**src/rtl/sram_ctrl_pkg.sv**
```systemverilog
// Shared definitions for the SRAM access arbiter.
// Contents:
//   state_t      - sequencer states (IDLE, ACCESS, RDWAIT, RESP)
//   REQ_A/REQ_B  - requester identifiers as carried on rsp_id and in last_grant
//   grant_to_id  - converts a one-hot {B,A} grant vector into a requester id
package sram_ctrl_pkg;

    typedef enum logic [1:0] {
        IDLE   = 2'd0,
        ACCESS = 2'd1,
        RDWAIT = 2'd2,
        RESP   = 2'd3
    } state_t;

    localparam logic REQ_A = 1'b0;
    localparam logic REQ_B = 1'b1;

    // Bit 1 of the grant vector belongs to B, so it is directly the requester id.
    function automatic logic grant_to_id(input logic [1:0] grant);
        return grant[1];
    endfunction

endpackage

```
**src/rtl/sram_rr_arbiter.sv**
```systemverilog
// Two-way round-robin arbiter with its last_grant history register.
// Ports:
//   clk, rst_n    clock, synchronous active-low reset
//   req_a, req_b  qualified requests (already gated by the caller's idle condition)
//   take          a grant was accepted this cycle; updates the history
//   grant         one-hot {B,A} combinational grant
module sram_rr_arbiter
    import sram_ctrl_pkg::*;
(
    input  logic       clk,
    input  logic       rst_n,
    input  logic       req_a,
    input  logic       req_b,
    input  logic       take,
    output logic [1:0] grant
);

    logic last_grant_r;

    // Grant selection: a lone request wins, a tie goes to whoever was not served last.
    always_comb begin
        grant = 2'b00;
        if (req_a && req_b) begin
            if (last_grant_r == REQ_A) begin
                grant = 2'b10;
            end else begin
                grant = 2'b01;
            end
        end else if (req_a) begin
            grant = 2'b01;
        end else if (req_b) begin
            grant = 2'b10;
        end else begin
            grant = 2'b00;
        end
    end

    // History register; B counts as last served after reset so A wins the first tie.
    always_ff @(posedge clk) begin
        if (!rst_n) begin
            last_grant_r <= REQ_B;
        end else if (take) begin
            last_grant_r <= grant_to_id(grant);
        end else begin
            last_grant_r <= last_grant_r;
        end
    end

endmodule

```
**src/rtl/sram_access_arbiter.sv**
```systemverilog
// Sequences all accesses to the SRAM array on behalf of two requesters (A, B).
// Ports:
//   clk, rst_n                         clock, synchronous active-low reset
//   a_valid/a_ready/a_we/a_addr/a_wdata requester A request channel
//   b_valid/b_ready/b_we/b_addr/b_wdata requester B request channel
//   rsp_valid/rsp_ready/rsp_id/rsp_err/rsp_rdata  single shared response channel
//   dec_addr/dec_en                    word-line decoder drive
//   mem_we/mem_wdata                   array write strobe and data
//   mem_rdata                          registered array read data (valid the cycle after dec_en)
// One request is in flight at a time; ready is only offered in IDLE.
module sram_access_arbiter
    import sram_ctrl_pkg::*;
#(
    parameter int DATA_W = 8,
    parameter int ADDR_W = 5,
    parameter int DEPTH  = 32
) (
    input  logic              clk,
    input  logic              rst_n,
    input  logic              a_valid,
    output logic              a_ready,
    input  logic              a_we,
    input  logic [ADDR_W-1:0] a_addr,
    input  logic [DATA_W-1:0] a_wdata,
    input  logic              b_valid,
    output logic              b_ready,
    input  logic              b_we,
    input  logic [ADDR_W-1:0] b_addr,
    input  logic [DATA_W-1:0] b_wdata,
    output logic              rsp_valid,
    input  logic              rsp_ready,
    output logic              rsp_id,
    output logic              rsp_err,
    output logic [DATA_W-1:0] rsp_rdata,
    output logic [ADDR_W-1:0] dec_addr,
    output logic              dec_en,
    output logic              mem_we,
    output logic [DATA_W-1:0] mem_wdata,
    input  logic [DATA_W-1:0] mem_rdata
);

    // One extra bit so DEPTH == 2**ADDR_W still fits in the compare.
    localparam logic [ADDR_W:0] DEPTH_L = DEPTH[ADDR_W:0];

    state_t            state_r;
    logic              req_we_r;
    logic              req_id_r;
    logic              idle_s;
    logic              take_s;
    logic [1:0]        grant_s;
    logic              sel_id_s;
    logic              sel_we_s;
    logic [ADDR_W-1:0] sel_addr_s;
    logic [DATA_W-1:0] sel_wdata_s;
    logic              sel_err_s;

    // Ready is withheld in reset so nothing looks accepted while rst_n is low.
    assign idle_s  = (state_r == IDLE) && rst_n;
    assign a_ready = grant_s[0];
    assign b_ready = grant_s[1];
    // A grant bit is only set for a valid requester, so any grant is a handshake.
    assign take_s  = |grant_s;

    sram_rr_arbiter u_rr (
        .clk   (clk),
        .rst_n (rst_n),
        .req_a (a_valid && idle_s),
        .req_b (b_valid && idle_s),
        .take  (take_s),
        .grant (grant_s)
    );

    // Steer the granted requester's fields and range-check its address.
    always_comb begin
        sel_id_s    = REQ_A;
        sel_we_s    = a_we;
        sel_addr_s  = a_addr;
        sel_wdata_s = a_wdata;
        if (grant_s[1]) begin
            sel_id_s    = REQ_B;
            sel_we_s    = b_we;
            sel_addr_s  = b_addr;
            sel_wdata_s = b_wdata;
        end else begin
            sel_id_s    = REQ_A;
            sel_we_s    = a_we;
            sel_addr_s  = a_addr;
            sel_wdata_s = a_wdata;
        end
        sel_err_s = ({1'b0, sel_addr_s} >= DEPTH_L);
    end

    // Sequencer: decoder drive and response are loaded one state ahead so every output is a flop.
    always_ff @(posedge clk) begin
        if (!rst_n) begin
            state_r   <= IDLE;
            req_we_r  <= 1'b0;
            req_id_r  <= REQ_A;
            dec_en    <= 1'b0;
            dec_addr  <= {ADDR_W{1'b0}};
            mem_we    <= 1'b0;
            mem_wdata <= {DATA_W{1'b0}};
            rsp_valid <= 1'b0;
            rsp_id    <= 1'b0;
            rsp_err   <= 1'b0;
            rsp_rdata <= {DATA_W{1'b0}};
        end else begin
            case (state_r)
                IDLE: begin
                    if (take_s) begin
                        req_we_r <= sel_we_s;
                        req_id_r <= sel_id_s;
                        if (sel_err_s) begin
                            // Bad address: skip the array entirely and answer next cycle.
                            state_r   <= RESP;
                            rsp_valid <= 1'b1;
                            rsp_id    <= sel_id_s;
                            rsp_err   <= 1'b1;
                            rsp_rdata <= {DATA_W{1'b0}};
                        end else begin
                            state_r   <= ACCESS;
                            dec_en    <= 1'b1;
                            dec_addr  <= sel_addr_s;
                            mem_we    <= sel_we_s;
                            mem_wdata <= sel_wdata_s;
                        end
                    end
                end
                ACCESS: begin
                    dec_en    <= 1'b0;
                    dec_addr  <= {ADDR_W{1'b0}};
                    mem_we    <= 1'b0;
                    mem_wdata <= {DATA_W{1'b0}};
                    if (req_we_r) begin
                        state_r   <= RESP;
                        rsp_valid <= 1'b1;
                        rsp_id    <= req_id_r;
                        rsp_err   <= 1'b0;
                        rsp_rdata <= {DATA_W{1'b0}};
                    end else begin
                        state_r <= RDWAIT;
                    end
                end
                RDWAIT: begin
                    // Array output is registered, so the word is valid now.
                    state_r   <= RESP;
                    rsp_valid <= 1'b1;
                    rsp_id    <= req_id_r;
                    rsp_err   <= 1'b0;
                    rsp_rdata <= mem_rdata;
                end
                RESP: begin
                    if (rsp_ready) begin
                        state_r   <= IDLE;
                        rsp_valid <= 1'b0;
                        rsp_id    <= 1'b0;
                        rsp_err   <= 1'b0;
                        rsp_rdata <= {DATA_W{1'b0}};
                    end
                end
                default: begin
                    state_r   <= IDLE;
                    dec_en    <= 1'b0;
                    dec_addr  <= {ADDR_W{1'b0}};
                    mem_we    <= 1'b0;
                    mem_wdata <= {DATA_W{1'b0}};
                    rsp_valid <= 1'b0;
                    rsp_id    <= 1'b0;
                    rsp_err   <= 1'b0;
                    rsp_rdata <= {DATA_W{1'b0}};
                end
            endcase
        end
    end

endmodule

```
**config.mk**
```make
export PLATFORM = sky130hd
export DESIGN_NAME = sram_access_arbiter
export DESIGN_NICKNAME = d
export VERILOG_FILES = /design/src/rtl/sram_ctrl_pkg.sv /design/src/rtl/sram_rr_arbiter.sv /design/src/rtl/sram_access_arbiter.sv
export SDC_FILE = /design/constraint.sdc
export NUM_CORES = 1
export LEC_CHECK = 0
export ABC_AREA = 1
export CORE_ASPECT_RATIO = 1.2
export CORE_MARGIN = 4
export CORE_UTILIZATION = 42
export DETAILED_ROUTE_END_ITERATION = 8
export GPL_TIMING_DRIVEN = 0
export HOLD_SLACK_MARGIN = 0.12
export PLACE_DENSITY = 0.8
export SLEW_MARGIN = 40
export SYNTH_ARGS = -nofsm -noshare
export SYNTH_HDL_FRONTEND = slang
export SYNTH_SLANG_ARGS = --single-unit
```
**constraint.sdc**
```tcl
create_clock -name clk -period 2 [get_ports clk]
set_input_delay 0.2 -clock clk [delete_from_list [all_inputs] [get_ports clk]]
set_output_delay 0.2 -clock clk [all_outputs]
set_load 0.05 [all_outputs]
```
==> results.toml <==
[setup_path]
r2r_end = "rsp_rdata[4]"
timing.rr.start = "state_r[1]"
cp_max_fo = 10
endpoint_kind = "output pin"
crit_type = "flop to output pin"
rr_worst_depth = 8
r2r_slack_ns = 0.29
required_ns = 1.80
start_kind = "flop"
arrival_ns = 1.66

[timing]
worst_pin_slew_ns = 0.515
timing.fmax_mhz = 536
setup_slack_ns = 0.135
hold_viol_final = 0
fin_crit_ns = 1.86
final_max_slew_viol_count = 0
finalSetupViolCount = 0
final.setup.tns_ns = 0
rsz0062_at_grt = "no"
skew_ns = 0.00259
slew_headroom = 0.656
fin_crit_sh = 0.932

[die]
initial_core_util = 0.434
dieArea_mm2 = 0.00476
die_w_um = 63.7
die_y_um = 74.8
rows = 24
core_area_mm2 = 0.00360
io_pins = 69

[finish]
design_area_mm2 = 0.00239
num_antenna_cells = 0
area_growth_pct = 53.1
fin_nets = 357
drive_gt1_frac = 0.0900

[cts]
cts-buffers-inserted = 5
cts_root_buffer = "clkbuf_8"
cts_sinks = 30
cts_max_level = 2
cts_hold_buf = 0
cts_tree = "yes"
clk_path_buf_depth = 2
path_clk_slew_ns = 0.06
clk_latency_ns = 0.27

[grt]
grt_max_degree = 11
grt_pass1_vias = 1464
gr-total-overflow = 0
grt_usage = 0.168
antenna_found_initial = 0
grt_pass1_wl_um = 6310

[worst_hold_path]
hold_end = "rsp_valid"
holdCritPathClass = "flop to flop"
hold_path_depth = 2
min_from = "rsp_valid"

[logic_synthesis]
synth-compound-area-share = 0.123
synth_top_area_share = 0.384
synth-simple-area-share = 0.279
synthMuxAreaShare = 0
ys_seq_area_frac = 0.384
avgSynthCellArea_um2 = 6.65
yosysTopAreaCell = "dfxtp_1"
netlist_instances = 235
ys_top_cells_by_area = "dfxtp_1 (38%), nand2_1 (13%), inv_1 (13%)"
yosys_warnings = 0
synth_top_family_by_area = "simple AND/OR/NAND/NOR gates"
yosys.area_share.xor_xnor = 0
ys_ff_latch = 30
synthDistinctLibCells = 22
synthesis.nets = 281
synthAdderAreaFrac = 0.0400
syn_area_mm2 = 0.00156

[route]
route.detailed.drc = 0
avgViaCountPerCell = 4.61
dr.first_iter.drc_count = 41
detail-route-antenna-nets = 0
firstDrtPassIters = 4
routed_wl_um = 3710
num_vias = 1613
wire_per_inst_um = 10.6

[power]
pwr-share-comb = 0.574
p_sw_mw = 1.41
p_per_area_mw_per_mm2 = 1280
netSwitchingFraction = 0.461
clkPwrFrac = 0.145
p_leak_nw = 1.14
ir_drop_mv = 0.568
seqPwrFrac = 0.281
intPower_mw = 1.65

[place]
hpwlAfterDp_um = 2870
gp_congestion = 0.724
numPortBuffers = 67
placed_cell_area_mm2 = 0.00228
post-place-ws_ns = -0.470

[flow_run]
max_cap_viol_count = 0

[run_status]
status = "finished clean"
## power by group through the flow
stage / logic (mW) / clock network, mW / registers (mW)
final: 1.75 / 0.442 / 0.857
after global routing: 1.91 / 0.490 / 0.883
after CTS: 1.77 / 0.458 / 0.857
after detailed placement: 1.73 / 0 / 0.869
after global placement: 1.71 / 0 / 0.864
after floorplan: 0.746 / 0 / 1.34
## worst max-delay path: stages (launching register included)
cell and delay [ns]:
dfxtp_1 0.35, inv_1 0.15, ha_4 0.19, nand3_1 0.15, nor2_4 0.16, buf_4 0.18
buf_4 0.21
## worst max path at each step
stage / startpoint / to / slack [ns] / cells past startpoint
4_1_cts: state_r[0] / b_ready / 0.04 / 6
6_report: state_r[1] / b_ready / 0.14 / 6
3_3_place_gp: state_r[0] / b_ready / -0.46 / 6
2_1_floorplan: state_r[0] / a_ready / 0.32 / 4
5_1_grt: state_r[1] / b_ready / 0.03 / 6
3_5_place_dp: state_r[0] / b_ready / -0.47 / 6
## routing by layer
layer / global-route usage / part of all wire / up-vias
li1: - / - / 866
met1: 0.187 / 0.43 / 682
met2: 0.292 / 0.48 / 60
met3: 0.0776 / 0.085 / 5
met4: 0.0432 / 0.0097 / 0
met5: 0 / 0 / -
## Yosys cell counts
cell	number
nand2_1	54
inv_1	53
dfxtp_1	30
a21oi_1	26
nand3_1	21
o21ai_0	9
nor2_1	8
nor3_1	8
ha_1	5
buf_4	3
clkbuf_1	3
buf_6	2
inv_2	2
nor2_2	2
o21ai_2	2
buf_2	1
conb_1	1
nand2_2	1
nand3_4	1
nand4_1	1
or2_2	1
or2_4	1
## per-stage QoR
stage / util / instances / total power, mW / hold WS (ns)
floorplan: - / 235 / 2.08 / 0.391
global placement: 0.633 / 341 / 2.58 / 0.450
detailed placement: 0.633 / 341 / 2.60 / 0.453
CTS: 0.660 / 348 / 3.09 / 0.462
global route: 0.664 / 350 / 3.29 / 0.475
finish: 0.664 / 350 / 3.05 / 0.460
## what timing repair did
item	4_1_cts	5_1_grt
cloned	0	0
setup endpoints to repair	2	1
pin swaps	0	1
resized for setup	13	1
setup buffers	0	2
## cell families after synthesis
group | count (synthesis)
and+or+nand+nor | 98
buffers and inverters | 64
AOI/OAI and AO/OA | 37
DFF | 30
adders and majority gates | 5
other | 1
## flip-flops by register name, summed over array words and instances, names as in the netlist
name               count
state_r                2
req_we_r               1
req_id_r               1
mem_we                 1
rsp_id                 1
rsp_valid              1
dec_en                 1
rsp_rdata              8
dec_addr               5
mem_wdata              8
u_rr.last_grant_r      1
## layout by cell type, fill, tap and decap left out, drive strengths merged
master,instances
buf,9
clkbuf,10
nor2,10
o21ai,11
or2,2
nand2,55
ha,5
nor3,8
a21oi,26
clkdlybuf4s50,65
inv,55
clkdlybuf4s15,1
dfxtp,30
conb,1
nand3,22
nand4,1
## area by class of cell
type	count	area, um^2
fill	338	1210
inverter	55	206
tap	39	48.8
multi-input combinational	141	714
timing repair buffer	69	684
sequential	30	601
clock buffer	7	76.3
buffer	9	61.3
Power figures use the tool's default switching activity.
